--- src/rtl/prirv32_core_sequencer_pkg.sv ---
// prirv32_pkg: shared definitions for the priRV32 core sequencer.
//   - FSM state encoding (also exported on state_o for debug)
//   - bit positions in the decoder's 47-bit one-hot instruction-set vector
//   - instruction class masks used by the sequencer
//   - trap cause codes
package prirv32_pkg;

    localparam int unsigned ISET_W = 47;
    typedef logic [ISET_W-1:0] iset_t;

    typedef enum logic [2:0] {
        ST_FETCH  = 3'd0,
        ST_DECODE = 3'd1,
        ST_EXEC   = 3'd2,
        ST_MEM    = 3'd3,
        ST_WB     = 3'd4,
        ST_TRAP   = 3'd5
    } seq_state_e;

    localparam int unsigned IDX_LUI    = 46;
    localparam int unsigned IDX_AUIPC  = 45;
    localparam int unsigned IDX_JAL    = 44;
    localparam int unsigned IDX_JALR   = 43;
    localparam int unsigned IDX_BEQ    = 42;
    localparam int unsigned IDX_BNE    = 41;
    localparam int unsigned IDX_BLT    = 40;
    localparam int unsigned IDX_BGE    = 39;
    localparam int unsigned IDX_BLTU   = 38;
    localparam int unsigned IDX_BGEU   = 37;
    localparam int unsigned IDX_LB     = 36;
    localparam int unsigned IDX_LH     = 35;
    localparam int unsigned IDX_LW     = 34;
    localparam int unsigned IDX_LBU    = 33;
    localparam int unsigned IDX_LHU    = 32;
    localparam int unsigned IDX_SB     = 31;
    localparam int unsigned IDX_SH     = 30;
    localparam int unsigned IDX_SW     = 29;
    localparam int unsigned IDX_ADDI   = 28;
    localparam int unsigned IDX_SLTI   = 27;
    localparam int unsigned IDX_SLTIU  = 26;
    localparam int unsigned IDX_XORI   = 25;
    localparam int unsigned IDX_ORI    = 24;
    localparam int unsigned IDX_ANDI   = 23;
    localparam int unsigned IDX_SLLI   = 22;
    localparam int unsigned IDX_SRLI   = 21;
    localparam int unsigned IDX_SRAI   = 20;
    localparam int unsigned IDX_ADD    = 19;
    localparam int unsigned IDX_SUB    = 18;
    localparam int unsigned IDX_SLL    = 17;
    localparam int unsigned IDX_SLT    = 16;
    localparam int unsigned IDX_SLTU   = 15;
    localparam int unsigned IDX_XOR    = 14;
    localparam int unsigned IDX_SRL    = 13;
    localparam int unsigned IDX_SRA    = 12;
    localparam int unsigned IDX_OR     = 11;
    localparam int unsigned IDX_AND    = 10;
    localparam int unsigned IDX_FENCE  = 9;
    localparam int unsigned IDX_FENCEI = 8;
    localparam int unsigned IDX_ECALL  = 7;
    localparam int unsigned IDX_EBREAK = 6;
    localparam int unsigned IDX_CSRRW  = 5;
    localparam int unsigned IDX_CSRRS  = 4;
    localparam int unsigned IDX_CSRRC  = 3;
    localparam int unsigned IDX_CSRRWI = 2;
    localparam int unsigned IDX_CSRRSI = 1;
    localparam int unsigned IDX_CSRRCI = 0;

    // Contiguous run of ones from bit lo up to bit hi.
    function automatic iset_t bit_range(input int unsigned hi, input int unsigned lo);
        iset_t m;
        m = '0;
        for (int unsigned i = lo; i <= hi; i++) begin
            m[i] = 1'b1;
        end
        return m;
    endfunction

    localparam iset_t LOAD_MASK   = bit_range(IDX_LB, IDX_LHU);
    localparam iset_t STORE_MASK  = bit_range(IDX_SB, IDX_SW);
    localparam iset_t BRANCH_MASK = bit_range(IDX_BEQ, IDX_BGEU);
    localparam iset_t NO_WB_MASK  = BRANCH_MASK | STORE_MASK
                                  | bit_range(IDX_FENCE, IDX_FENCEI);

    localparam logic [1:0] CAUSE_ILLEGAL     = 2'd0;
    localparam logic [1:0] CAUSE_ECALL       = 2'd1;
    localparam logic [1:0] CAUSE_EBREAK      = 2'd2;
    localparam logic [1:0] CAUSE_MEM_TIMEOUT = 2'd3;

endpackage

--- src/rtl/prirv32_core_sequencer_if.sv ---
// prirv32_core_sequencer_if: single shared memory port of the priRV32 core.
//   mem_req_o   request, held until mem_ready_i
//   mem_we_o    1 = store, 0 = read
//   mem_addr_o  byte address
//   mem_ready_i request completes this cycle
//   mem_rdata_i read data, valid with mem_ready_i
// master = core side (sequencer), slave = memory side.
interface prirv32_core_sequencer_if;
    logic        mem_req_o;
    logic        mem_we_o;
    logic [31:0] mem_addr_o;
    logic        mem_ready_i;
    logic [31:0] mem_rdata_i;

    modport master (
        output mem_req_o,
        output mem_we_o,
        output mem_addr_o,
        input  mem_ready_i,
        input  mem_rdata_i
    );

    modport slave (
        input  mem_req_o,
        input  mem_we_o,
        input  mem_addr_o,
        output mem_ready_i,
        output mem_rdata_i
    );
endinterface

--- src/rtl/prirv32_core_sequencer_onehot_check.sv ---
// prirv32_onehot_check: combinational exactly-one-hot detector for the
// decoder's 47-bit instruction-set vector.
//   vec_i     instruction-set vector
//   onehot_o  1 when exactly one bit of vec_i is set
module prirv32_onehot_check
    import prirv32_pkg::*;
(
    input  iset_t vec_i,
    output logic  onehot_o
);
    // Clearing the lowest set bit leaves zero only for a single-bit vector.
    assign onehot_o = (vec_i != '0) && ((vec_i & (vec_i - iset_t'(1))) == '0);
endmodule

--- src/rtl/prirv32_core_sequencer.sv ---
// prirv32_core_sequencer: multi-cycle control FSM of the priRV32 core.
// Sequences fetch, decode latch, execute, data memory access and writeback,
// shares the one memory port between fetch and load/store, owns the PC and
// raises traps (illegal, ecall, ebreak, memory timeout).
//
// Ports:
//   clk_i, rst_n           clock; synchronous active-low reset
//   mem                    shared memory port (master modport)
//   instr_o                latched instruction word, to the decoder
//   instrset_i             decoder one-hot output for instr_o
//   exu_addr_i, next_pc_i  EXU load/store address and next PC
//   pc_o                   architectural PC, to the EXU
//   instrset_latched_o     registered instrset_i, to the EXU
//   exu_en_o, rd_we_o      one-cycle execute / register write strobes
//   trap_o, trap_cause_o   one-cycle trap pulse; cause held until next trap
//   state_o                current FSM state (debug)
//
// Optional: define PRIRV32_SEQ_TIMEOUT_EN to trap (cause 3) when a memory
// request waits MEM_TIMEOUT cycles without mem_ready_i.
//
// state  | meaning
// FETCH  | request instruction at pc; latch word on ready
// DECODE | latch instruction set; detect illegal / ecall / ebreak
// EXEC   | execute strobe; choose memory access or writeback
// MEM    | load/store at exu_addr_i until ready
// WB     | register write strobe (by class); pc <= next_pc_i
// TRAP   | trap pulse; pc <= TRAP_VEC
module prirv32_core_sequencer
    import prirv32_pkg::*;
#(
    parameter logic [31:0] RESET_PC    = 32'h0000_0000,
    parameter logic [31:0] TRAP_VEC    = 32'h0000_0010,
    parameter int unsigned MEM_TIMEOUT = 16
) (
    input  logic                           clk_i,
    input  logic                           rst_n,
    prirv32_core_sequencer_if.master       mem,
    output logic [31:0]                    instr_o,
    input  logic [ISET_W-1:0]              instrset_i,
    input  logic [31:0]                    exu_addr_i,
    input  logic [31:0]                    next_pc_i,
    output logic [31:0]                    pc_o,
    output logic [ISET_W-1:0]              instrset_latched_o,
    output logic                           exu_en_o,
    output logic                           rd_we_o,
    output logic                           trap_o,
    output logic [1:0]                     trap_cause_o,
    output logic [2:0]                     state_o
);

    seq_state_e  state_q, state_d;
    logic [31:0] pc_q;
    logic [31:0] instr_q;
    iset_t       iset_q;
    logic [1:0]  cause_q, cause_d;

    logic        is_onehot;
    logic        in_wait;
    logic        mem_timeout;

    logic        req_c, we_c, exu_en_c, rd_we_c, trap_c;
    logic [31:0] addr_c;

    prirv32_onehot_check u_onehot (
        .vec_i    (instrset_i),
        .onehot_o (is_onehot)
    );

    assign in_wait = (state_q == ST_FETCH) || (state_q == ST_MEM);

`ifdef PRIRV32_SEQ_TIMEOUT_EN
    localparam logic [7:0] TIMEOUT_CNT = 8'(MEM_TIMEOUT);
    logic [7:0] wait_cnt_q;

    // FETCH and MEM are only ever entered from other states, so clearing
    // outside them leaves the counter at zero on every entry.
    always_ff @(posedge clk_i) begin
        if (!rst_n) begin
            wait_cnt_q <= 8'd0;
        end else if (in_wait && !mem.mem_ready_i) begin
            wait_cnt_q <= wait_cnt_q + 8'd1;
        end else begin
            wait_cnt_q <= 8'd0;
        end
    end

    // Fires on the cycle whose increment would reach the limit; a ready
    // in that same cycle takes priority.
    assign mem_timeout = in_wait && !mem.mem_ready_i
                       && ((wait_cnt_q + 8'd1) == TIMEOUT_CNT);
`else
    logic [31:0] unused_mem_timeout;
    assign unused_mem_timeout = 32'(MEM_TIMEOUT);
    assign mem_timeout        = 1'b0;
`endif

    always_comb begin
        state_d  = state_q;
        cause_d  = cause_q;
        req_c    = 1'b0;
        we_c     = 1'b0;
        addr_c   = 32'd0;
        exu_en_c = 1'b0;
        rd_we_c  = 1'b0;
        trap_c   = 1'b0;

        unique case (state_q)
            ST_FETCH: begin
                req_c  = 1'b1;
                addr_c = pc_q;
                if (mem.mem_ready_i) begin
                    state_d = ST_DECODE;
                end else if (mem_timeout) begin
                    cause_d = CAUSE_MEM_TIMEOUT;
                    state_d = ST_TRAP;
                end
            end
            ST_DECODE: begin
                if (!is_onehot) begin
                    cause_d = CAUSE_ILLEGAL;
                    state_d = ST_TRAP;
                end else if (instrset_i[IDX_ECALL]) begin
                    cause_d = CAUSE_ECALL;
                    state_d = ST_TRAP;
                end else if (instrset_i[IDX_EBREAK]) begin
                    cause_d = CAUSE_EBREAK;
                    state_d = ST_TRAP;
                end else begin
                    state_d = ST_EXEC;
                end
            end
            ST_EXEC: begin
                exu_en_c = 1'b1;
                if ((iset_q & (LOAD_MASK | STORE_MASK)) != '0) begin
                    state_d = ST_MEM;
                end else begin
                    state_d = ST_WB;
                end
            end
            ST_MEM: begin
                req_c  = 1'b1;
                addr_c = exu_addr_i;
                we_c   = (iset_q & STORE_MASK) != '0;
                if (mem.mem_ready_i) begin
                    state_d = ST_WB;
                end else if (mem_timeout) begin
                    cause_d = CAUSE_MEM_TIMEOUT;
                    state_d = ST_TRAP;
                end
            end
            ST_WB: begin
                rd_we_c = (iset_q & NO_WB_MASK) == '0;
                state_d = ST_FETCH;
            end
            ST_TRAP: begin
                trap_c  = 1'b1;
                state_d = ST_FETCH;
            end
            default: begin
                state_d = ST_FETCH;
            end
        endcase

        // Strobes stay quiet while reset is held, even though the state
        // register already reads FETCH.
        if (!rst_n) begin
            req_c    = 1'b0;
            we_c     = 1'b0;
            addr_c   = 32'd0;
            exu_en_c = 1'b0;
            rd_we_c  = 1'b0;
            trap_c   = 1'b0;
        end
    end

    always_ff @(posedge clk_i) begin
        if (!rst_n) begin
            state_q <= ST_FETCH;
            pc_q    <= RESET_PC;
            instr_q <= 32'd0;
            iset_q  <= '0;
            cause_q <= CAUSE_ILLEGAL;
        end else begin
            state_q <= state_d;
            cause_q <= cause_d;
            if ((state_q == ST_FETCH) && mem.mem_ready_i) begin
                instr_q <= mem.mem_rdata_i;
            end
            if (state_q == ST_DECODE) begin
                iset_q <= instrset_i;
            end
            if (state_q == ST_WB) begin
                pc_q <= next_pc_i;
            end else if (state_q == ST_TRAP) begin
                pc_q <= TRAP_VEC;
            end
        end
    end

    assign mem.mem_req_o      = req_c;
    assign mem.mem_we_o       = we_c;
    assign mem.mem_addr_o     = addr_c;
    assign instr_o            = instr_q;
    assign pc_o               = pc_q;
    assign instrset_latched_o = iset_q;
    assign exu_en_o           = exu_en_c;
    assign rd_we_o            = rd_we_c;
    assign trap_o             = trap_c;
    assign trap_cause_o       = cause_q;
    assign state_o            = state_q;

endmodule
--- src/flat_wrapper.sv ---
// flat-port wrapper written by rule: the top's interface ports become plain ports
module prirv32_core_sequencer_flat import prirv32_pkg::*;
#(
    parameter logic [31:0] RESET_PC    = 32'h0000_0000,
    parameter logic [31:0] TRAP_VEC    = 32'h0000_0010,
    parameter int unsigned MEM_TIMEOUT = 16
)
  (clk_i, rst_n, instr_o, instrset_i, exu_addr_i, next_pc_i, pc_o, instrset_latched_o, exu_en_o, rd_we_o, trap_o, trap_cause_o, state_o, mem_mem_req_o, mem_mem_we_o, mem_mem_addr_o, mem_mem_ready_i, mem_mem_rdata_i);
  prirv32_core_sequencer_if mem_i ();
  input  logic clk_i;
  input  logic rst_n;
  output logic [31:0] instr_o;
  input  logic [ISET_W-1:0] instrset_i;
  input  logic [31:0] exu_addr_i;
  input  logic [31:0] next_pc_i;
  output logic [31:0] pc_o;
  output logic [ISET_W-1:0] instrset_latched_o;
  output logic exu_en_o;
  output logic rd_we_o;
  output logic trap_o;
  output logic [1:0] trap_cause_o;
  output logic [2:0] state_o;
  output wire logic [$bits(mem_i.mem_req_o)-1:0] mem_mem_req_o;
  output wire logic [$bits(mem_i.mem_we_o)-1:0] mem_mem_we_o;
  output wire logic [$bits(mem_i.mem_addr_o)-1:0] mem_mem_addr_o;
  input wire logic [$bits(mem_i.mem_ready_i)-1:0] mem_mem_ready_i;
  input wire logic [$bits(mem_i.mem_rdata_i)-1:0] mem_mem_rdata_i;
  assign mem_mem_req_o = mem_i.mem_req_o;
  assign mem_mem_we_o = mem_i.mem_we_o;
  assign mem_mem_addr_o = mem_i.mem_addr_o;
  assign mem_i.mem_ready_i = mem_mem_ready_i;
  assign mem_i.mem_rdata_i = mem_mem_rdata_i;
  prirv32_core_sequencer #(.RESET_PC(RESET_PC), .TRAP_VEC(TRAP_VEC), .MEM_TIMEOUT(MEM_TIMEOUT)) u_core (.clk_i(clk_i), .rst_n(rst_n), .mem(mem_i), .instr_o(instr_o), .instrset_i(instrset_i), .exu_addr_i(exu_addr_i), .next_pc_i(next_pc_i), .pc_o(pc_o), .instrset_latched_o(instrset_latched_o), .exu_en_o(exu_en_o), .rd_we_o(rd_we_o), .trap_o(trap_o), .trap_cause_o(trap_cause_o), .state_o(state_o));
endmodule
--- config.mk ---
export PLATFORM = sky130hd
export DESIGN_NAME = prirv32_core_sequencer_flat
export DESIGN_NICKNAME = d
export VERILOG_FILES = /design/src/rtl/prirv32_core_sequencer_pkg.sv /design/src/rtl/prirv32_core_sequencer_if.sv /design/src/rtl/prirv32_core_sequencer_onehot_check.sv /design/src/rtl/prirv32_core_sequencer.sv /design/src/flat_wrapper.sv
export SDC_FILE = /design/constraint.sdc
export NUM_CORES = 1
export LEC_CHECK = 0
export BUFFER_PORTS_ARGS = -buffer_cell sky130_fd_sc_hd__buf_2
export CAP_MARGIN = 20
export CORE_AREA = 2 2 116 118
export CTS_CLUSTER_SIZE = 25
export DETAILED_ROUTE_END_ITERATION = 8
export DIE_AREA = 0 0 118 120
export GPL_ROUTABILITY_DRIVEN = 0
export HOLD_SLACK_MARGIN = 0.02
export PLACE_DENSITY = 0.75
export RECOVER_POWER = 100
export SETUP_SLACK_MARGIN = 0.3
export SLEW_MARGIN = 20
export SYNTH_ARGS = -nofsm -noshare
export SYNTH_HDL_FRONTEND = slang
export SYNTH_SLANG_ARGS = --single-unit
--- constraint.sdc ---
create_clock -name clk_i -period 3.2 [get_ports clk_i]
set_clock_uncertainty 0.05 [all_clocks]
set_input_delay 0.16 -clock clk_i [delete_from_list [all_inputs] [get_ports clk_i]]
set_output_delay 0.16 -clock clk_i [all_outputs]
set_load 0.03 [all_outputs]
* Word level (Yosys, flattened, before mapping)
Index checks and enable logic that the tools add are counted.
** Storage, ports and cells
- Bits in registers :: 116
- Logic and storage cells :: 51
** Operators by class
- Reduce and logical (&&, ||, !) cells :: 12
- Bitwise logic cells :: 1
- $add $sub $neg :: 1
- Equality and inequality tests :: 8
- Multiplexer cells :: 24
** Operator list (count)
- 47-bit nonzero test :: 3
- 32-bit two-way mux :: 3
- 47-bit logical NOT :: 2
- 32-bit one-hot mux with 2 select lines :: 1
- 47-bit AND :: 1
- 47-bit by 1-bit subtractor with 47-bit output, second input constant :: 1
- 3-bit two-way mux :: 6
- 3-bit one-hot mux with 4 select lines :: 1
- 1-bit two-way mux :: 10
- 3-bit by 2-bit == test with 1-bit output, second input constant :: 2
- 3-bit == test, second input constant :: 2
- 2-bit two-way mux :: 3
- 2-bit != test, second input constant :: 2
- 2-bit AND reduction :: 2
- 3-bit by 1-bit == test with 1-bit output, second input constant :: 1
- 3-bit logical NOT :: 1
- 3-bit != test, second input constant :: 1
- 1-bit logical AND :: 2
- 2-bit nonzero test :: 1
- 2-bit OR reduction :: 1

* Logic depth before layout (Yosys ltp)
Gate-level depths: netlist of the first run.
- Depth in word-level cells :: 6
- Depth in mapped cells :: 9
- Depth with buffers taken out :: 8

* Cells and area by module
A second synthesis of the first run with hierarchy kept.
** Unflattened totals
- Cell total of the unflattened synthesis :: 715
- Area total of the unflattened synthesis :: 5793.1 µm²
** By module, submodules not included
- prirv32_core_sequencer :: cells an instance 616, instances 1, area each 5146.2 µm²
- prirv32_onehot_check :: cells an instance 99, instances 1, area each 646.9 µm²

* Least setup slack after synthesis of the first run
No wires, ideal clock.
- Path kind :: input-to-reg
- Start point :: input instrset_i[1]
- End point :: register u_core.state_q[2] (netlist: u_core.state_o[2])
- Cell stages on the path :: 8
- Slack :: 0.383 ns
- Path buffers :: 0
- Arrival time :: 2.652 ns
- Data required time :: 3.035 ns
- Setup time :: 0.115 ns
- Path through :: or4_4 -> or4_4 -> or3_1 -> a22o_1 -> a2111o_1 -> nor4_4 -> a31oi_1 -> o21a_1
** On the way
- Cells in the longest elaborated chain, start to end :: 6
** RTL lines
- start, declared :: line flat_wrapper.sv:13 : input logic [ISET_W-1:0] instrset_i;
- 47-bit by 1-bit subtractor with 47-bit output :: line prirv32_core_sequencer_onehot_check.sv:12 : assign onehot_o = (vec_i != '0) && ((vec_i & (vec_i - iset_t'(1))) == '0);
- 47-bit AND :: line prirv32_core_sequencer_onehot_check.sv:12
- 47-bit logical NOT :: line prirv32_core_sequencer_onehot_check.sv:12
- 1-bit logical AND * :: line prirv32_core_sequencer_onehot_check.sv:12
- 3-bit two-way mux * :: line prirv32_core_sequencer.sv:119 : if (!is_onehot) begin
- 3-bit one-hot mux with 4 select lines * :: line prirv32_core_sequencer.sv:107 : unique case (state_q)
- end signal, assigned :: line prirv32_core_sequencer.sv:184 : state_q <= state_d;
- end, declared :: line prirv32_core_sequencer.sv:51 : seq_state_e state_q, state_d;
Mark *: on every way between the ends. The rest lies on a longest branch, timed or not.
A chain may end at the register's enable or synchronous reset.

* Final worst setup path of the first run
- Start point :: input instrset_i[9]
- End point :: register u_core.state_q[2] (netlist: u_core.state_o[2])
The elaborated chain is that of the path after synthesis.

==> flow_summary_export.csv, run 1 <==
group,metric,value,unit
logic_synthesis,yosys_warnings,0,
critical_path,end_kind,"flop",
clock_network,h-tree-depth,4,
detailed_routing,drtIter0Drc,460,
clock_network,clk_pin_slew_worst_paths,50,ps
logic_synthesis,synth_top_family_by_area,"simple AND/OR/NAND/NOR gates",
detailed_routing,routed_wl,20.2,mm
critical_path,ff2ff_setup_slack,530,ps
floorplan,start_util,40.4,%
global_routing,grt_pass1_vias,6146,
final_layout,final_nets,1213,
detailed_routing,wire_per_inst,16.1,um
global_routing,grt_max_degree,113,
floorplan,core_area,13000,um2
critical_path,crit_chain,"dlygate4sd3_1 -> clkbuf_1 -> or4_1 -> or3_1 -> a22o_1 -> a2111o_1 -> nor4_4 -> a31oi_1 -> o21a_1",
clock_network,tritoncts,"done",
critical_path,cp_slowest_stage_delay,570,ps
logic_synthesis,synth_mux_area_share,0.191,%
logic_synthesis,synth_area_per_cell,7.79,um2
min_path,hp-class,"in2reg",
logic_synthesis,seq_area_frac_synth,44.3,%
sta,final-hold-violation-count,0,
outcome,status,"finished, final reports clean",
logic_synthesis,synth-adder-area-share,0.382,%
sta,setup_viol,0,
logic_synthesis,synth-compound-area-share,22.8,%
final_layout,drive_gt1_share,18.8,%
power_and_ir_drop,p_per_area,493,nW/um2
floorplan,ioPinCount,299,
sta,rsz0062_at_grt,"false",
power_and_ir_drop,vdd_drop_max,0.376,mV
final_layout,fillers,1190,
critical_path,r2r-start,"u_core.state_o[0]",
min_path,min_to,"u_core.trap_cause_o[1]",
logic_synthesis,async_flop_share,0,%
sta,slew_viol_final,0,
final_layout,final_cell_mix,"nand2_1, clkbuf_1, buf_2",
global_routing,overflow,0,
final_layout,final_common_cell,"nand2_1",
sta,relSlewSlack,5.61,%
detailed_routing,ant_nets,0,
critical_path,critPathMaxFanout,5,
critical_path,worst-setup-path-type,"in2reg",
logic_synthesis,synthTopCellsByArea,"dfxtp_1, nand2_1, a21oi_1, a22o_1, nand3b_1",
clock_network,clockBufferDepth,2,
sta,whs,78.0,ps
run,cap_violations,0,
logic_synthesis,synth_top_cell_by_area,"dfxtp_1",
critical_path,cp-start-kind,"input pin",
critical_path,path_buf_inv,2,
clock_network,insertion_delay,410,ps
min_path,holdPathStages,3,
logic_synthesis,synth-seq-cells,116,
clock_network,cts_made_buffers,17,
global_routing,grt_pass1_wl,30.8,mm
floorplan,rows,42,
final_layout,n_antenna_cell,0,
floorplan,die_area,14200,um2
global_routing,grt_use_total,27.0,%
power_and_ir_drop,p_leak,3.28,nW
final_layout,syn_to_final_growth,59.9,%
floorplan,fp.dieW,118,um
min_path,hp-start,"instrset_i[7]",
detailed_routing,drc,0,
sta,fmax,342,MHz
logic_synthesis,synth_edf_count,0,
critical_path,reg2reg_to,"u_core.instr_o[23]",
detailed_routing,drt-pass1-iter-count,6,
place,dp.final_hpwl,12.9,mm
logic_synthesis,ys_types,49,
detailed_routing,vias,6545,
critical_path,worstPathRequired,3450,ps
sta,finalCriticalPeriod,2920,ps
logic_synthesis,syn_inst,673,
critical_path,crit_family,"simple AND/OR/NAND/NOR gates",
place,portBuffers,298,
floorplan,die_h,120,um
sta,finalCritPeriodShare,91.3,%
logic_synthesis,synth_ff_type,"dfxtp_1",
detailed_routing,vias_per_cell,5.22,
critical_path,worst_r2r_path_depth,5,
logic_synthesis,synth_top_area_share,44.3,%
logic_synthesis,syn_area,5240,um2
logic_synthesis,synth_xor_area_share,0,%
clock_network,clkSinkCount,116,
clock_network,cts_root_buffer,"clkbuf_16",
critical_path,cp_slowest_cell,"or4_1",
sta,worst_pin_slew,1420,ps
logic_synthesis,syn_nets,819,
critical_path,crit_arrival,3170,ps
global_routing,grt_antenna_before_repair,0,
logic_synthesis,synth_simple_gate_area_share,28.3,%
sta,fin_setup_tns,0,ps
tightest hold or removal path, stage by stage:
cell and delay [ps]:
buf_2 130, nand3b_1 130, a211oi_2 60
synth_stat cells (all sizes together) (5+ instances only):
| cell | n |
|---|---|
| inv | 6 |
| buf | 5 |
| clkbuf | 45 |
| nor3 | 14 |
| o21a | 5 |
| nand3b | 34 |
| nor2 | 18 |
| or3 | 7 |
| a21oi | 113 |
| nand2 | 193 |
| nand4 | 6 |
| a2111oi | 6 |
| dfxtp | 116 |
| a22o | 33 |
| o21ai | 7 |
| nor4 | 5 |
| nand3 | 5 |
what timing repair did:
item	in CTS	in global routing
hold buffers	111	0
endpoints found under the setup margin	0	5
buffers inserted	0	3
gates resized for setup	0	11
endpoints found under the hold margin	111	0
sequential cells by signal, indices dropped and copies added, names as in the netlist:
name	cells
u_core.instr_o	32
u_core.instrset_latched_o	47
u_core.trap_cause_o	2
u_core.pc_o	32
u_core.state_o	3
cells by family after synthesis:
group,count (synthesis)
buffers and inverters,56
flip-flops,116
AO/OA/AOI/OAI,189
AND/OR/NAND/NOR,309
adder cells (fa/ha/maj),2
multiplexers,1
how the worst max path moves through the flow:
stage                       from                end  slack (ps)  depth (start not counted)
3_3_place_gp       instrset_i[1]  u_core.state_o[2]         120                          9
4_1_cts           instrset_i[36]  u_core.state_o[0]         310                         10
3_5_place_dp       instrset_i[1]  u_core.state_o[0]          90                          9
6_report           instrset_i[9]  u_core.state_o[2]         280                          9
2_1_floorplan      instrset_i[1]  u_core.state_o[2]         380                          8
5_1_grt        u_core.state_o[0]  mem_mem_addr_o[0]         170                          4
metal layers:
layer / global-route usage [%] / wire length, um / up-vias
met5: 0 / 0 / -
met4: 12.0 / 675 / 0
met3: 6.65 / 1260 / 54
met2: 48.1 / 10100 / 295
met1: 30.5 / 8140 / 3035
li1: - / - / 3161
through the flow:
stage	instance area (um2)	total power, mW	utilization [%]	worst slack, ps	std cells
2_1_floorplan	5240	2.05	-	383	673
3_3_place_gp	6890	2.34	53.1	122	1110
5_1_grt	8380	4.28	64.6	168	1254
4_1_cts	8530	4.17	65.7	309	1251
6_report	8380	4.14	64.6	277	1254
3_5_place_dp	6890	2.34	53.1	86.0	1110
layout make-up:
class / instances / area (um2) / area share, %
Timing Repair Buffer: 425 / 2530 / 30.2
Multi-Input combinational cell: 501 / 2760 / 32.9
Sequential cell: 116 / 2320 / 27.7
Inverter: 6 / 23.8 / 0.284
Clock inverter: 5 / 52.6 / 0.627
Clock buffer: 25 / 475 / 5.67
Tap cell: 176 / 220 / 2.63
report_power, final:
| group | total [mW] | switching, mW | leakage (nW) | internal (mW) |
|---|---|---|---|---|
| clock | 1.72 | 0.624 | 0.257 | 1.09 |
| combinational | 0.823 | 0.523 | 2.07 | 0.300 |
| sequential | 1.59 | 0.0625 | 0.946 | 1.53 |
Power figures use the tool's default switching activity.
==> run 2: changes to the inputs <==
CTS_CLUSTER_DIAMETER = 80   (was not set)
PLACE_DENSITY = 0.72   (was 0.75)
==> flow_summary_export.csv, run 2 (same netlist as run 1, synthesis figures left out) <==
group,metric,value,unit
sta,fmax,337,MHz
global_routing,grt_use_total,27.2,%
clock_network,cts_root_buffer,"clkbuf_16",
critical_path,crit_top_cell,"or4_4",
detailed_routing,drc,0,
global_routing,overflow,0,
outcome,status,"complete, but fails checks",
sta,fin_setup_tns,0,ps
power_and_ir_drop,p_per_area,532,nW/um2
clock_network,cts_made_buffers,17,
floorplan,fp.dieW,118,um
min_path,hp-class,"in2reg",
clock_network,clk_pin_slew_worst_paths,50,ps
global_routing,grt_max_degree,72,
sta,final-hold-violation-count,0,
place,dp.final_hpwl,13.0,mm
detailed_routing,vias_per_cell,5.12,
floorplan,start_util,40.4,%
sta,finalCriticalPeriod,2970,ps
critical_path,crit_family,"simple AND/OR/NAND/NOR gates",
clock_network,tritoncts,"done",
detailed_routing,wire_per_inst,15.9,um
floorplan,die_h,120,um
sta,relSlewSlack,-3.10,%
final_layout,final_nets,1218,
power_and_ir_drop,p_leak,3.49,nW
floorplan,ioPinCount,299,
final_layout,final_cell_count_no_fill,1262,
place,dp_cells,1111,
final_layout,drive_gt1_share,23.0,%
outcome,violations,"max-capacitance violations, max-slew violations",
clock_network,clkSinkCount,116,
critical_path,cp_slowest_cell,"or4_4",
sta,rsz0062_at_grt,"true",
detailed_routing,drt-pass1-iter-count,5,
clock_network,h-tree-depth,4,
critical_path,worstPathRequired,3450,ps
sta,finalCritPeriodShare,92.8,%
place,portBuffers,298,
clock_network,clockBufferDepth,2,
critical_path,cp-start-kind,"input pin",
floorplan,rows,42,
final_layout,syn_to_final_growth,64.5,%
sta,setup_viol,0,
global_routing,grt_pass1_vias,6073,
sta,worst_pin_slew,1550,ps
critical_path,worst-setup-path-type,"in2reg",
final_layout,largest_reg_flops,47,
power_and_ir_drop,vdd_drop_max,0.366,mV
critical_path,crit_arrival,3220,ps
detailed_routing,ant_nets,0,
clock_network,insertion_delay,410,ps
critical_path,critPathMaxFanout,5,
critical_path,path_buf_inv,1,
detailed_routing,vias,6466,
critical_path,crit_chain,"buf_8 -> or4_4 -> or4_4 -> or3_1 -> a22o_1 -> a2111o_1 -> nor4_2 -> a31oi_2 -> o21a_1",
global_routing,grt_pass1_wl,31.2,mm
critical_path,ff2ff_setup_slack,600,ps
critical_path,cp_slowest_stage_delay,550,ps
floorplan,core_area,13000,um2
critical_path,end_kind,"flop",
detailed_routing,routed_wl,20.1,mm
global_routing,grt_antenna_before_repair,1,
run,cap_violations,1,
final_layout,final_common_cell,"nand2_1",
sta,slew_viol_final,33,
final_layout,final_cell_mix,"nand2_1, buf_2, clkbuf_1",
detailed_routing,drtIter0Drc,489,
floorplan,die_area,14200,um2
-- run 2: cell types whose count changed in the layout (fill, tap and decap cells not counted), moves of 2 or more --
cell	change
bufinv_16	+5
nor4_2	+2
clkbuf_2	+2
diode_2	+2
buf_2	+27
buf_4	+7
nor2_2	+2
clkbuf_1	-35
-- run 2: timing repair --
action / CTS / global route
gates resized for setup: 0 / 21
setup endpoints to repair: 0 / 5
endpoints found under the hold margin: 110 / 0
buffers inserted: 0 / 8
hold buffers: 110 / 0
-- run 2: per-stage QoR --
stage / utilization [%] / setup WS [ps] / hold WS (ps) / instance area (um2) / power [mW]
floorplan: - / 383 / 238 / 5240 / 2.05
global placement: 53.1 / 121 / 351 / 6900 / 2.34
detailed placement: 53.1 / 79.2 / 355 / 6900 / 2.35
CTS: 66.8 / 312 / 35.8 / 8670 / 4.62
global route: 66.5 / 93.7 / 65.3 / 8630 / 4.76
finish: 66.5 / 231 / 57.0 / 8630 / 4.59
-- run 2: layer usage --
metal / wire length [um] / GRT usage, % / part of all wire [%]
met5: 0 / 0 / 0
met4: 525 / 12.3 / 2.6
met3: 1300 / 7.22 / 6.5
met2: 10200 / 46.0 / 51
met1: 8130 / 32.3 / 40
-- run 2: where the power goes --
group / internal [mW] / total (mW) / switching [mW]
registers: 1.53 / 1.58 / 0.0532
logic: 0.307 / 0.841 / 0.534
clock network: 1.52 / 2.16 / 0.646
total: 3.35 / 4.59 / 1.23
-- run 2: final timing paths --
path                                  from                             to  cells after the start
max reg2reg              u_core.state_o[2]                u_core.pc_o[10]                      4
min reg2reg  u_core.instrset_latched_o[13]  u_core.instrset_latched_o[13]                      2
max                          instrset_i[4]              u_core.state_o[0]                      9
min                          instrset_i[9]   u_core.instrset_latched_o[9]                      3
-- run 2: worst register-to-register path, delay by kind of cell (launching register included) --
kind	cells	cell delay (ps)
simple gates	2	980
flops	1	480
buf+inv	1	820
compound gates	1	190
-- run 2: layout make-up --
cell class | count | area [um2]
repair buffers | 430 | 2610
diodes | 2 | 5.00
clock inverters | 9 | 199
clock buffers | 22 | 474
inverters | 6 | 23.8
fillers | 1136 | 4350
well taps | 176 | 220
flip-flops and latches | 116 | 2320
multi-input cells | 501 | 2770
==> run 3: changes to the inputs <==
SETUP_SLACK_MARGIN = 0.15   (was 0.3)
==> flow_summary_export.csv, run 3 (same netlist as run 1, synthesis figures left out) <==
group,metric,value,unit
outcome,status,"complete, but fails checks",
outcome,violations,"max-capacitance violations, max-slew violations",
final_layout,largest_reg_flops,47,
detailed_routing,wire_per_inst,15.8,um
critical_path,critPathMaxFanout,5,
critical_path,cp-start-kind,"input pin",
floorplan,die_area,14200,um2
final_layout,final_cell_mix,"nand2_1, clkbuf_1, buf_2",
run,cap_violations,1,
global_routing,grt_pass1_vias,6066,
clock_network,clk_pin_slew_worst_paths,50,ps
clock_network,tritoncts,"done",
critical_path,cp_slowest_cell,"dlygate4sd3_1",
floorplan,rows,42,
critical_path,crit_family,"simple AND/OR/NAND/NOR gates",
sta,final-hold-violation-count,0,
place,dp.final_hpwl,13.0,mm
critical_path,crit_start,"instrset_i[33]",
critical_path,cp_slowest_stage_delay,540,ps
critical_path,worst-setup-path-type,"in2reg",
detailed_routing,ant_nets,0,
sta,fin_setup_tns,0,ps
global_routing,grt_antenna_before_repair,1,
detailed_routing,drc,0,
sta,fmax,341,MHz
place,portBuffers,298,
detailed_routing,drtIter0Drc,470,
global_routing,grt_use_total,27.1,%
power_and_ir_drop,p_leak,3.33,nW
sta,rsz0062_at_grt,"false",
sta,relSlewSlack,-16.6,%
final_layout,ff_latch_area,2320,um2
clock_network,cts_made_buffers,17,
critical_path,reg2reg_to,"u_core.instrset_latched_o[9]",
floorplan,ioPinCount,299,
power_and_ir_drop,p_per_area,540,nW/um2
final_layout,drive_gt1_share,19.2,%
critical_path,crit_path_end,"u_core.state_o[0]",
critical_path,r2r-start,"u_core.state_o[1]",
critical_path,crit_chain,"dlygate4sd3_1 -> buf_2 -> or3_1 -> nor4_1 -> a31o_1 -> nand3_4 -> a2111o_1 -> nor4_4 -> a31oi_1 -> o21a_1",
final_layout,syn_to_final_growth,61.6,%
global_routing,grt_max_degree,72,
final_layout,multi_input_area,2730,um2
clock_network,clockBufferDepth,2,
global_routing,grt_pass1_wl,31.1,mm
sta,setup_viol,0,
sta,slew_viol_final,29,
critical_path,path_buf_inv,2,
final_layout,fillers,1174,
critical_path,worst_r2r_path_depth,5,
sta,worst_pin_slew,1740,ps
sta,finalCritPeriodShare,91.6,%
power_and_ir_drop,p_total,4.57,mW
floorplan,start_util,40.4,%
floorplan,core_area,13000,um2
clock_network,cts_setup_buffers,0,
clock_network,insertion_delay,400,ps
min_path,hp-class,"in2reg",
final_layout,final_common_cell,"nand2_1",
power_and_ir_drop,vdd_drop_max,0.322,mV
final_layout,final_nets,1210,
global_routing,overflow,0,
detailed_routing,vias,6406,
critical_path,ff2ff_setup_slack,380,ps
clock_network,cts_root_buffer,"clkbuf_16",
sta,finalCriticalPeriod,2930,ps
final_layout,utilization,65.3,%
critical_path,cp.depth,10,
floorplan,fp.dieW,118,um
detailed_routing,routed_wl,19.8,mm
detailed_routing,vias_per_cell,5.11,
detailed_routing,drt-pass1-iter-count,5,
clock_network,clkSinkCount,116,
critical_path,end_kind,"flop",
critical_path,crit_arrival,3180,ps
floorplan,die_h,120,um
critical_path,worstPathRequired,3450,ps
clock_network,h-tree-depth,4,
-- run 3: area by class of cell --
| cell class | count | share of cell area (%) |
|---|---|---|
| timing repair buffer | 422 | 29.5 |
| sequential | 116 | 27.4 |
| clock inverter | 9 | 2.35 |
| antenna | 2 | 0.0591 |
| multi-input combinational | 501 | 32.2 |
| inverter | 6 | 0.281 |
| tap | 176 | 2.60 |
| clock buffer | 22 | 5.60 |
-- run 3: repair_timing --
item	CTS	global route
gates resized for setup	0	4
hold endpoints to repair	110	0
hold buffers	110	0
setup endpoints to repair	0	5
-- run 3: how the worst min path moves through the flow --
stage                              from                      endpoint  slack [ps]  depth (start not counted)
CTS                       instrset_i[9]  u_core.instrset_latched_o[9]          40                          3
floorplan                         rst_n        u_core.trap_cause_o[0]         240                          1
global placement    mem_mem_rdata_i[15]            u_core.instr_o[15]         350                          3
finish                    instrset_i[9]  u_core.instrset_latched_o[9]          60                          3
detailed placement   mem_mem_rdata_i[1]             u_core.instr_o[1]         360                          3
global route              instrset_i[9]  u_core.instrset_latched_o[9]          60                          3
-- run 3: power breakdown --
part	internal, mW	switching, mW	leakage, nW
combinational	0.300	0.528	2.05
sequential	1.53	0.0527	0.946
clock	1.52	0.645	0.330
-- run 3: tightest hold or removal path: stages --
cell and delay (ps):
buf_2 130, nand2_1 100, a21oi_1 70
-- run 3: per-stage QoR --
step / area (um2) / hold WS [ps] / setup WS [ps] / cells
final: 8470 / 57.2 / 269 / 1254
after global routing: 8470 / 63.8 / 97.9 / 1253
after CTS: 8670 / 35.8 / 295 / 1252
after detailed placement: 6900 / 355 / 79.2 / 1111
after global placement: 6900 / 351 / 121 / 1111
after floorplan: 5240 / 238 / 383 / 673
-- run 3: metal layers --
layer	vias to the layer above	global-route usage (%)	part of all wire, %
li1	3165	-	-
met1	2941	32.0	41
met2	258	45.8	50
met3	42	7.51	6.8
met4	0	12.3	2.7
met5	-	0	0
